<file path="src/rtl/loader_pkg.sv">
// Shared command codes, reply bytes and FSM state encoding for the UART program loader.
// LOADER_CHECKSUM_EN adds the CHECK state used to verify a trailing XOR checksum byte.
package loader_pkg;

  localparam logic [7:0] CMD_LOAD = 8'h4C;
  localparam logic [7:0] CMD_RUN  = 8'h52;
  localparam logic [7:0] CMD_HALT = 8'h48;
  localparam logic [7:0] ACK_BYTE = 8'h06;
  localparam logic [7:0] NAK_BYTE = 8'h15;

  typedef enum logic [3:0] {
    ST_IDLE,
    ST_GET_LEN,
    ST_GET_BYTE,
    ST_WRITE,
`ifdef LOADER_CHECKSUM_EN
    ST_CHECK,
`endif
    ST_SEND_WR,
    ST_SEND_START,
    ST_SEND_WAIT,
    ST_RUN
  } loader_state_t;

endpackage

</file>
<file path="src/rtl/loader_word_asm.sv">
// Little-endian word assembler: shifts received bytes in from the top so the first
// byte ends up in the least significant lane, and pulses o_word_valid once a word is complete.
module loader_word_asm #(
  parameter int NB_UART_DATA   = 8,
  parameter int NB_INSTRUCTION = 32
) (
  input  logic                      clk,
  input  logic                      i_rst,
  input  logic                      i_clear,
  input  logic                      i_byte_valid,
  input  logic [NB_UART_DATA-1:0]   i_byte,
  output logic                      o_last_byte,
  output logic [NB_INSTRUCTION-1:0] o_word,
  output logic                      o_word_valid
);

  localparam int BYTES = NB_INSTRUCTION / NB_UART_DATA;
  localparam int CNT_W = (BYTES > 1) ? $clog2(BYTES) : 1;

  logic [CNT_W-1:0] byte_cnt;

  assign o_last_byte = (byte_cnt == CNT_W'(BYTES - 1));

  always_ff @(posedge clk) begin
    if (i_rst) begin
      byte_cnt     <= '0;
      o_word       <= '0;
      o_word_valid <= 1'b0;
    end else begin
      o_word_valid <= i_byte_valid && o_last_byte;
      if (i_clear) begin
        byte_cnt <= '0;
      end else if (i_byte_valid) begin
        o_word   <= {i_byte, o_word[NB_INSTRUCTION-1:NB_UART_DATA]};
        byte_cnt <= o_last_byte ? '0 : byte_cnt + CNT_W'(1);
      end
    end
  end

endmodule

</file>
<file path="src/rtl/uart_loader.sv">
// UART boot loader: parses L/R/H commands from the rx FIFO, writes instruction memory and
// replies ACK/NAK over tx. Define LOADER_CHECKSUM_EN to require a trailing XOR checksum byte.
module uart_loader
  import loader_pkg::*;
#(
  parameter int NB_UART_DATA    = 8,
  parameter int NB_INSTRUCTION  = 32,
  parameter int IMEM_ADDR_WIDTH = 7
) (
  input  logic                       clk,
  input  logic                       i_rst,
  input  logic [NB_UART_DATA-1:0]    i_uart_rx_data,
  input  logic                       i_uart_rx_done,
  output logic                       o_uart_rd,
  output logic [NB_UART_DATA-1:0]    o_uart_wdata,
  output logic                       o_uart_wr,
  output logic                       o_uart_tx_start,
  input  logic                       i_uart_tx_done,
  output logic                       o_imem_we,
  output logic [IMEM_ADDR_WIDTH-1:0] o_imem_addr,
  output logic [NB_INSTRUCTION-1:0]  o_imem_wdata,
  output logic                       o_cpu_en
);

  localparam int DEPTH = 1 << IMEM_ADDR_WIDTH;
  localparam logic [NB_UART_DATA-1:0] LOAD = NB_UART_DATA'(CMD_LOAD);
  localparam logic [NB_UART_DATA-1:0] RUN  = NB_UART_DATA'(CMD_RUN);
  localparam logic [NB_UART_DATA-1:0] HALT = NB_UART_DATA'(CMD_HALT);
  localparam logic [NB_UART_DATA-1:0] ACK  = NB_UART_DATA'(ACK_BYTE);
  localparam logic [NB_UART_DATA-1:0] NAK  = NB_UART_DATA'(NAK_BYTE);

  loader_state_t state;
  loader_state_t next_q;
  logic [NB_UART_DATA-1:0]   len_q;
  logic                      rx_take;
  logic                      last_word;
  logic                      asm_clear;
  logic                      asm_byte_valid;
  logic                      asm_last_byte;
  logic                      asm_word_valid;
  logic [NB_INSTRUCTION-1:0] asm_word;
`ifdef LOADER_CHECKSUM_EN
  logic [NB_UART_DATA-1:0]   xor_q;
`endif

  // The rx FIFO head stays valid during the pop cycle, so it must not be taken twice.
  assign rx_take        = i_uart_rx_done && !o_uart_rd;
  assign asm_clear      = (state == ST_GET_LEN) && rx_take;
  assign asm_byte_valid = (state == ST_GET_BYTE) && rx_take;
  assign last_word      = (int'(o_imem_addr) + 1) == int'(len_q);

  // The write strobe is the assembler's registered valid, which only fires on entry to WRITE.
  assign o_imem_we    = asm_word_valid;
  assign o_imem_wdata = asm_word;

  loader_word_asm #(
    .NB_UART_DATA   (NB_UART_DATA),
    .NB_INSTRUCTION (NB_INSTRUCTION)
  ) u_word_asm (
    .clk          (clk),
    .i_rst        (i_rst),
    .i_clear      (asm_clear),
    .i_byte_valid (asm_byte_valid),
    .i_byte       (i_uart_rx_data),
    .o_last_byte  (asm_last_byte),
    .o_word       (asm_word),
    .o_word_valid (asm_word_valid)
  );

  always_ff @(posedge clk) begin
    if (i_rst) begin
      state           <= ST_IDLE;
      next_q          <= ST_IDLE;
      len_q           <= '0;
      o_uart_rd       <= 1'b0;
      o_uart_wr       <= 1'b0;
      o_uart_tx_start <= 1'b0;
      o_uart_wdata    <= '0;
      o_imem_addr     <= '0;
      o_cpu_en        <= 1'b0;
`ifdef LOADER_CHECKSUM_EN
      xor_q           <= '0;
`endif
    end else begin
      o_uart_rd       <= 1'b0;
      o_uart_wr       <= 1'b0;
      o_uart_tx_start <= 1'b0;
      case (state)
        ST_IDLE: begin
          if (rx_take) begin
            o_uart_rd <= 1'b1;
            if (i_uart_rx_data == LOAD) begin
              state <= ST_GET_LEN;
            end else begin
              state     <= ST_SEND_WR;
              o_uart_wr <= 1'b1;
              if (i_uart_rx_data == RUN) begin
                o_uart_wdata <= ACK;
                next_q       <= ST_RUN;
              end else begin
                o_uart_wdata <= NAK;
                next_q       <= ST_IDLE;
              end
            end
          end
        end
        ST_GET_LEN: begin
          if (rx_take) begin
            o_uart_rd   <= 1'b1;
            len_q       <= i_uart_rx_data;
            o_imem_addr <= '0;
`ifdef LOADER_CHECKSUM_EN
            xor_q       <= '0;
`endif
            if (i_uart_rx_data == '0) begin
`ifdef LOADER_CHECKSUM_EN
              state <= ST_CHECK;
`else
              state        <= ST_SEND_WR;
              o_uart_wr    <= 1'b1;
              o_uart_wdata <= ACK;
              next_q       <= ST_IDLE;
`endif
            end else if (int'(i_uart_rx_data) > DEPTH) begin
              state        <= ST_SEND_WR;
              o_uart_wr    <= 1'b1;
              o_uart_wdata <= NAK;
              next_q       <= ST_IDLE;
            end else begin
              state <= ST_GET_BYTE;
            end
          end
        end
        ST_GET_BYTE: begin
          if (rx_take) begin
            o_uart_rd <= 1'b1;
`ifdef LOADER_CHECKSUM_EN
            xor_q     <= xor_q ^ i_uart_rx_data;
`endif
            if (asm_last_byte) state <= ST_WRITE;
          end
        end
        ST_WRITE: begin
          o_imem_addr <= o_imem_addr + IMEM_ADDR_WIDTH'(1);
          if (last_word) begin
`ifdef LOADER_CHECKSUM_EN
            state <= ST_CHECK;
`else
            state        <= ST_SEND_WR;
            o_uart_wr    <= 1'b1;
            o_uart_wdata <= ACK;
            next_q       <= ST_IDLE;
`endif
          end else begin
            state <= ST_GET_BYTE;
          end
        end
`ifdef LOADER_CHECKSUM_EN
        ST_CHECK: begin
          if (rx_take) begin
            o_uart_rd    <= 1'b1;
            state        <= ST_SEND_WR;
            o_uart_wr    <= 1'b1;
            o_uart_wdata <= (i_uart_rx_data == xor_q) ? ACK : NAK;
            next_q       <= ST_IDLE;
          end
        end
`endif
        ST_SEND_WR: begin
          state           <= ST_SEND_START;
          o_uart_tx_start <= 1'b1;
        end
        ST_SEND_START: begin
          state <= ST_SEND_WAIT;
        end
        ST_SEND_WAIT: begin
          if (i_uart_tx_done) begin
            state    <= next_q;
            o_cpu_en <= (next_q == ST_RUN);
          end
        end
        ST_RUN: begin
          if (rx_take) begin
            o_uart_rd <= 1'b1;
            if (i_uart_rx_data == HALT) begin
              o_cpu_en     <= 1'b0;
              state        <= ST_SEND_WR;
              o_uart_wr    <= 1'b1;
              o_uart_wdata <= ACK;
              next_q       <= ST_IDLE;
            end
          end
        end
        default: begin
          state <= ST_IDLE;
        end
      endcase
    end
  end

endmodule

</file>
<file path="config.mk">
export PLATFORM = sky130hd
export DESIGN_NAME = uart_loader
export DESIGN_NICKNAME = d
export VERILOG_FILES = /design/src/rtl/loader_pkg.sv /design/src/rtl/loader_word_asm.sv /design/src/rtl/uart_loader.sv
export SDC_FILE = /design/constraint.sdc
export NUM_CORES = 1
export LEC_CHECK = 0
export ABC_AREA = 0
export BUFFER_PORTS_ARGS = -buffer_cell sky130_fd_sc_hd__clkbuf_2
export CAP_MARGIN = 25
export CORE_UTILIZATION = 53
export CTS_CLUSTER_DIAMETER = 120
export DETAILED_ROUTE_END_ITERATION = 12
export GPL_TIMING_DRIVEN = 1
export PLACE_DENSITY = 0.87
export REMOVE_ABC_BUFFERS = 1
export SYNTH_ARGS = -nofsm -noshare
export SYNTH_HDL_FRONTEND = slang
export SYNTH_SLANG_ARGS = --single-unit
</file>
<file path="constraint.sdc">
create_clock -name clk -period 2.5 [get_ports clk]
set_input_delay 0.375 -clock clk [delete_from_list [all_inputs] [get_ports clk]]
set_output_delay 0.375 -clock clk [all_outputs]
set_load 0.01 [all_outputs]
</file>
### After elaboration in Yosys (flattened, before gate mapping)

Cells that the tools add are included.

| cells by class | value |
|---|---|
| $add $sub $neg | 3 |
| magnitude comparators | 1 |
| equal/unequal tests | 23 |
| multiplexer cells | 50 |
| bitwise gates (word level) | 2 |
| reduce and logical (&&, ||, !) cells | 19 |

Operator list:

| cell | count |
|---|---|
| 2-to-1 mux 8 bit | 8 |
| 2-to-1 mux 4 bit | 15 |
| case mux 4 bit (8 select lines) | 1 |
| case mux 8 bit (4 select lines) | 1 |
| == test 8 x 7 -> 1 bit, second input constant | 3 |
| == test 4 x 3 -> 1 bit, second input constant | 5 |
| inequality test 2 bit, second input constant | 8 |
| case mux 4 bit (4 select lines) | 1 |
| 2-to-1 mux 3 bit | 5 |
| case mux 7 bit (2 select lines) | 1 |
| 2-to-1 mux 1 bit | 13 |
| adder 7 x 1 -> 8 bit, second input constant | 1 |
| == test 4 x 2 -> 1 bit, second input constant | 2 |
| == test 8 bit | 1 |
| > comparator 8 bit, second input constant | 1 |
| logical NOT 8 bit | 1 |
| AND reduction 8 bit | 1 |
| adder 7 x 1 -> 7 bit, second input constant | 1 |
| 2-to-1 mux 7 bit | 1 |
| AND reduction 7 bit | 1 |
| AND reduction 2 bit | 3 |
| 2-to-1 mux 5 bit | 1 |
| == test 4 x 1 -> 1 bit, second input constant | 1 |
| logical AND 1 bit | 4 |
| 15 further kinds | 18 |

| storage, ports and cells | value |
|---|---|
| register bits | 70 |
| bits of input ports | 12 |
| output and inout port bits | 52 |
| logic and storage cells | 110 |

### Longest topological paths before layout

| logic depth | value |
|---|---|
| word-level depth | 5 |
| mapped depth | 8 |
| depth with buffers taken out | 7 |

### Cells and area by module

From an unflattened synthesis, not the netlist that was laid out.

| second synthesis, totals | value |
|---|---|
| cell total of the unflattened synthesis | 355 |
| area, all modules | 2811.4 um^2 |

By module, submodules not included:

| module | times used | cells each | area an instance (um^2) | sequential area each (um^2) |
|---|---|---|---|---|
| uart_loader | 1 | 202 | 1559.0 | 520.5 |
| loader_word_asm | 1 | 153 | 1252.5 | 700.7 |

### Worst setup path after synthesis

OpenSTA, ideal clock, no wires.

| timing | value |
|---|---|
| kind | register -> register |
| start point | reg o_imem_addr[5] |
| end point | reg state[1] |
| setup time | 120 ps |
| data arrival time | 2016 ps |
| required time | 2380 ps |
| setup slack | 365 ps |
| cell stages (with the launch flop) | 7 |
| buffers on the path | 0 |
| clock period less this slack | 2135 ps |
| path through | dfxtp_1 or4b_1 a211oi_2 nor2_1 a2111oi_4 nor2_1 o31a_1 |

| between the ends | value |
|---|---|
| longest elaborated chain between the ends | 4 |

Ends and longest elaborated chain:

| item | line | source |
|---|---|---|
| start, declared | uart_loader.sv:20 | `output logic [IMEM_ADDR_WIDTH-1:0] o_imem_addr,` |
| start signal, assigned | uart_loader.sv:144 | `o_imem_addr <= o_imem_addr + IMEM_ADDR_WIDTH'(1);` |
| adder 7 x 1 -> 8 bit | uart_loader.sv:50 | `assign last_word = (int'(o_imem_addr) + 1) == int'(len_q);` |
| == test 8 bit | uart_loader.sv:50 |  |
| 2-to-1 mux 3 bit | uart_loader.sv:145 | `if (last_word) begin` |
| case mux 4 bit (8 select lines) | uart_loader.sv:88 | `case (state)` |
| end signal, assigned | uart_loader.sv:178 | `state <= next_q;` |
| end, declared | uart_loader.sv:32 | `loader_state_t state;` |

No other way between the ends.
A chain may end at the register's enable or synchronous reset.

### Final worst setup path

Same ends and word-level chain as after synthesis.

==> results_tabular.tex <==
\begin{tabular}{lr}
\hline
Metric & Value \\
\hline
\multicolumn{2}{l}{\textbf{Critical path}} \\
\quad Ordered cell list for the critical path & or4b\_1 -> a211oi\_2 -> nor2\_1 -> a2111oi\_4 -> nor2\_1 -> o31a\_1 \\
\quad Maximum cell stage delay along the critical path & 0.50 ns \\
\quad Crit. End Element & register \\
\quad Cell count of the worst reg-to-reg path & 6 \\
\quad Launch point of the worst reg-to-reg path & o\_imem\_addr[5] \\
\quad Required time at the endpoint of the critical path & 2.74 ns \\
\quad Critical path buffer and inverter count & 0 \\
\quad CP max FO & 9 \\
\quad Most prevalent standard cell on the critical path & sky130\_fd\_sc\_hd\_\_nor2\_1 \\
\quad CP top delay family & compound AO/OA/AOI/OAI gates \\
\quad Crit-path slowest cell & sky130\_fd\_sc\_hd\_\_a2111oi\_4 \\
\quad Kind of start point of the critical path & register \\
\quad Data arrival, critical path & 2.52 ns \\
\quad Capture instance of the worst register-to-register path & state[1] \\
\quad Setup Crit Path Kind & reg -> reg \\
\quad Minimum setup slack among reg-to-reg paths & 0.22 ns \\
\multicolumn{2}{l}{\textbf{CTS}} \\
\quad Post-CTS sizing & 0 \\
\quad Clock-pin slew reported for the worst setup and hold paths after clock tree synthesis & 0.07 ns \\
\quad Total CTS buffers & 9 \\
\quad Sink count of the clock tree & 61 \\
\quad Buffer levels on the longest clock path & 2 \\
\quad Number of setup buffers added after CTS & 0 \\
\quad H-tree depth & 3 \\
\quad Hold\_buf cts & 0 \\
\quad TritonCTS clock tree & yes \\
\quad CTS root buffer & sky130\_fd\_sc\_hd\_\_clkbuf\_8 \\
\quad Clock Latency Late Sink & 0.34 ns \\
\multicolumn{2}{l}{\textbf{GRT}} \\
\quad Total routing resource utilization after global routing & 24.0\% \\
\quad Via count of the first global-routing pass & 2241 \\
\quad Initial antenna violation count & 0 \\
\quad Global route total overflow & 0 \\
\quad Maximum number of pins on one net before global-route repair & 62 \\
\quad First-pass GRT wire length & just over 10000 um \\
\multicolumn{2}{l}{\textbf{Job}} \\
\quad Number of maximum-capacitance constraint violations & 0 \\
\multicolumn{2}{l}{\textbf{Synthesis}} \\
\quad Instance count of the mapped netlist & 352 \\
\quad Yosys synthesis warning count & 0 \\
\quad Leading cell types by total area after synthesis & sky130\_fd\_sc\_hd\_\_dfxtp\_1 44\%, sky130\_fd\_sc\_hd\_\_nand2\_1 12\%, sky130\_fd\_sc\_hd\_\_a21oi\_1 9.6\%, sky130\_fd\_sc\_hd\_\_clkbuf\_1 2.1\%, sky130\_fd\_sc\_hd\_\_nor2\_1 2.1\% \\
\quad Top cells by count, synth & 88 x sky130\_fd\_sc\_hd\_\_nand2\_1, 61 x sky130\_fd\_sc\_hd\_\_dfxtp\_1, 54 x sky130\_fd\_sc\_hd\_\_a21oi\_1 \\
\quad Yosys top cell area share & 43.5\% \\
\quad Combinational family with the most area after synthesis & simple AND/OR/NAND/NOR gates \\
\quad Syn avg cell area & 7.97 um2 \\
\quad Share of synthesized registers carrying an async set or reset & 0\% \\
\quad Proportion of synthesized area in mux cells & 1.07\% \\
\quad Synthesized-area fraction occupied by ao, oa, aoi and oai cells & 19.1\% \\
\quad Share of synthesized cell area in and, or, nand and nor gates & 26.7\% \\
\quad Cell variety after synth & 52 \\
\quad Most frequent cell after synthesis & sky130\_fd\_sc\_hd\_\_nand2\_1 \\
\quad Yosys top cell by area & sky130\_fd\_sc\_hd\_\_dfxtp\_1 \\
\quad Post-synthesis share of cell area spent on full adders, half adders and majority gates & 0.892\% \\
\quad Share of the synthesized netlist area taken by xor and xnor gates & $\sim$2.2\% \\
\quad Predominant post-synthesis flop cell & sky130\_fd\_sc\_hd\_\_dfxtp\_1 \\
\quad Number of flops mapped to enable cells by yosys & 0 \\
\quad Yosys reg bits & 61 \\
\quad Cell area after technology mapping & about 2800 um2 \\
\quad Sequential cell area fraction in the yosys report & 43.5\% \\
\multicolumn{2}{l}{\textbf{Hold path}} \\
\quad Hold Crit Start & i\_uart\_rx\_data[0] \\
\quad Class of the tightest hold or removal check & in -> reg \\
\quad Worst hold endpoint & len\_q[0] \\
\quad Cell depth of the worst min-delay path & 3 \\
\multicolumn{2}{l}{\textbf{Pwr}} \\
\quad Total power consumption of the routed design & 2840 uW \\
\quad Combinational fraction of design power & 24.3\% \\
\quad Switching Share & 33.2\% \\
\quad Power per standard cell area & 861 nW/um2 \\
\quad Pleak & around 0.0013 uW \\
\quad Maximum vdd drop & between 0.0005 and 0.0006 V \\
\quad Flop pwr share & between 40\% and 50\% \\
\quad Clock power frac & 34.5\% \\
\quad Internal power contribution & about 1900 uW \\
\quad Switching power of the nets & 945 uW \\
\multicolumn{2}{l}{\textbf{Floorplanning}} \\
\quad Placeable core region & 5110 um2 \\
\quad Count of pins on the block boundary & 64 \\
\quad Die extent in x & 74.8 um \\
\quad Die height & about 75 um \\
\quad Full die area & about 5600 um2 \\
\quad Number of placement rows & 26 \\
\quad Effective utilization at floorplan & a little over half \\
\multicolumn{2}{l}{\textbf{Route}} \\
\quad WL per Instance & 13.2 um \\
\quad Routed vias/inst & about 5.6 \\
\quad DRT Pass-1 Iters & 5 \\
\quad Antenna viol nets, final & 0 \\
\quad Vias post-DR & around 2700 \\
\quad DRT Wirelength & 6330 um \\
\quad DR DRC count & 0 \\
\quad First DRT Iteration DRCs & $\sim$180 \\
\multicolumn{2}{l}{\textbf{Placed design}} \\
\quad HPWL after detailed placement & 4320 um \\
\quad Area after detailed placement & around 3100 um2 \\
\quad \# port buffers & 59 \\
\quad Place WS & between 0.15 and 0.2 ns \\
\quad Global placement routability congestion & $\sim$0.88 \\
\multicolumn{2}{l}{\textbf{Timing}} \\
\quad Transition time at the pin with the least slew margin & 0.608 ns \\
\quad Final Hold Viols & 0 \\
\quad Fmax & 438 MHz \\
\quad Setup violations, final & 0 \\
\quad Unrepaired setup endpoints after global routing & no \\
\quad Post-route setup TNS & 0 ns \\
\quad Slew Limit Headroom & 59.5\% \\
\quad Max Clock Skew & 0.00613 ns \\
\quad Share of the cycle needed by the critical path after routing & 91.3\% \\
\quad Setup slack after layout & 0.218 ns \\
\quad Hold Worst Slack & 0.289 ns \\
\quad Pins over their slew limit & 0 \\
\quad Final worst path period need & 2.28 ns \\
\multicolumn{2}{l}{\textbf{Finish}} \\
\quad Post-layout nets & around 420 \\
\quad Number of antenna repair diodes & 0 \\
\quad Post-route design area & about 3300 um2 \\
\quad Layout Area Growth over Synthesis & 17.7\% \\
\quad Fill count & 424 \\
\quad Proportion of layout cells with a drive suffix above 1 & 23.2\% \\
\multicolumn{2}{l}{\textbf{Run status}} \\
\quad Result of the run & completed \\
\hline
\end{tabular}
## per-layer routing
metal | up-vias | track usage [%] | share of wire [%]
li1 | 1319 | - | -
met1 | 1253 | 30.6 | 43
met2 | 76 | 36.9 | 50
met3 | 13 | 7.50 | 5.3
met4 | 0 | 11.5 | 1.8
met5 | - | 0 | 0
## metrics by stage
stage               util (%)  instances
floorplan                  -        329
global placement        60.3        463
detailed placement      60.3        463
CTS                     64.7        479
global route            64.7        479
finish                  64.7        479
## final cells by class
cell class | count | area (um2) | area share (%)
clock inverter | 7 | 98.8 | 2.99
sequential | 61 | 1220 | 37.0
inverter | 5 | 18.8 | 0.568
timing repair buffer | 64 | 333 | 10.1
multi-input combinational | 263 | 1420 | 43.0
tap | 70 | 87.6 | 2.65
clock buffer | 9 | 124 | 3.75
## worst max path at each step
stage | start | end | slack [ns] | depth (start not counted)
2_1_floorplan | state[0] | u_word_asm.byte_cnt[1] | -0.34 | 4
3_3_place_gp | i_uart_rx_data[5] | o_uart_wdata[0] | 0.21 | 7
3_5_place_dp | i_uart_rx_data[5] | o_uart_wdata[0] | 0.17 | 7
4_1_cts | o_imem_addr[5] | state[1] | 0.23 | 6
5_1_grt | o_imem_addr[5] | state[1] | 0.13 | 6
6_report | o_imem_addr[5] | state[1] | 0.22 | 6
## cell families after synthesis
group / count (synthesis)
XOR/XNOR: 7
other: 1
adder cells (fa/ha/maj): 2
buffers and inverters: 31
multiplexers: 3
AO/OA/AOI/OAI: 86
AND/OR/NAND/NOR: 161
flip-flops: 61
## state kept, by name, indices dropped and copies added (netlist names)
register	count
len_q	8
next_q	1
o_cpu_en	1
o_imem_addr	7
o_uart_rd	1
o_uart_tx_start	1
o_uart_wdata	3
o_uart_wr	1
state	3
u_word_asm.byte_cnt	2
u_word_asm.o_word	32
u_word_asm.o_word_valid	1
## cells in the final DEF, fill, tap and decap left out, drive strengths merged, types with 3 or more instances in the layout
master	instances
nand4	4
clkinv	3
inv	6
and3	3
mux2i	3
a31oi	5
a21oi	54
nor2	16
nor3	11
xnor2	5
and2	4
buf	5
or3	5
clkbuf	68
nand2	88
o21ai	11
dfxtp	61
nand3	9
nor4	4
conb	4
nand2b	5
## worst reg2reg max path, cell delays in order, from the launching register on
cell and delay, ns:
sky130_fd_sc_hd__dfxtp_1 0.47, sky130_fd_sc_hd__or4b_1 0.49, sky130_fd_sc_hd__a211oi_2 0.22, sky130_fd_sc_hd__nor2_1 0.11
sky130_fd_sc_hd__a2111oi_4 0.50, sky130_fd_sc_hd__nor2_1 0.09, sky130_fd_sc_hd__o31a_1 0.30
## power by group through the flow
stage          registers, uW  logic [uW]  clock network (uW)
2_1_floorplan           1200         445                   0
3_3_place_gp            1190         668                   0
3_5_place_dp            1190         687                   0
4_1_cts                 1170         691                 996
5_1_grt                 1190         768                1040
6_report                1170         691                 981
Power figures use the tool's default switching activity.
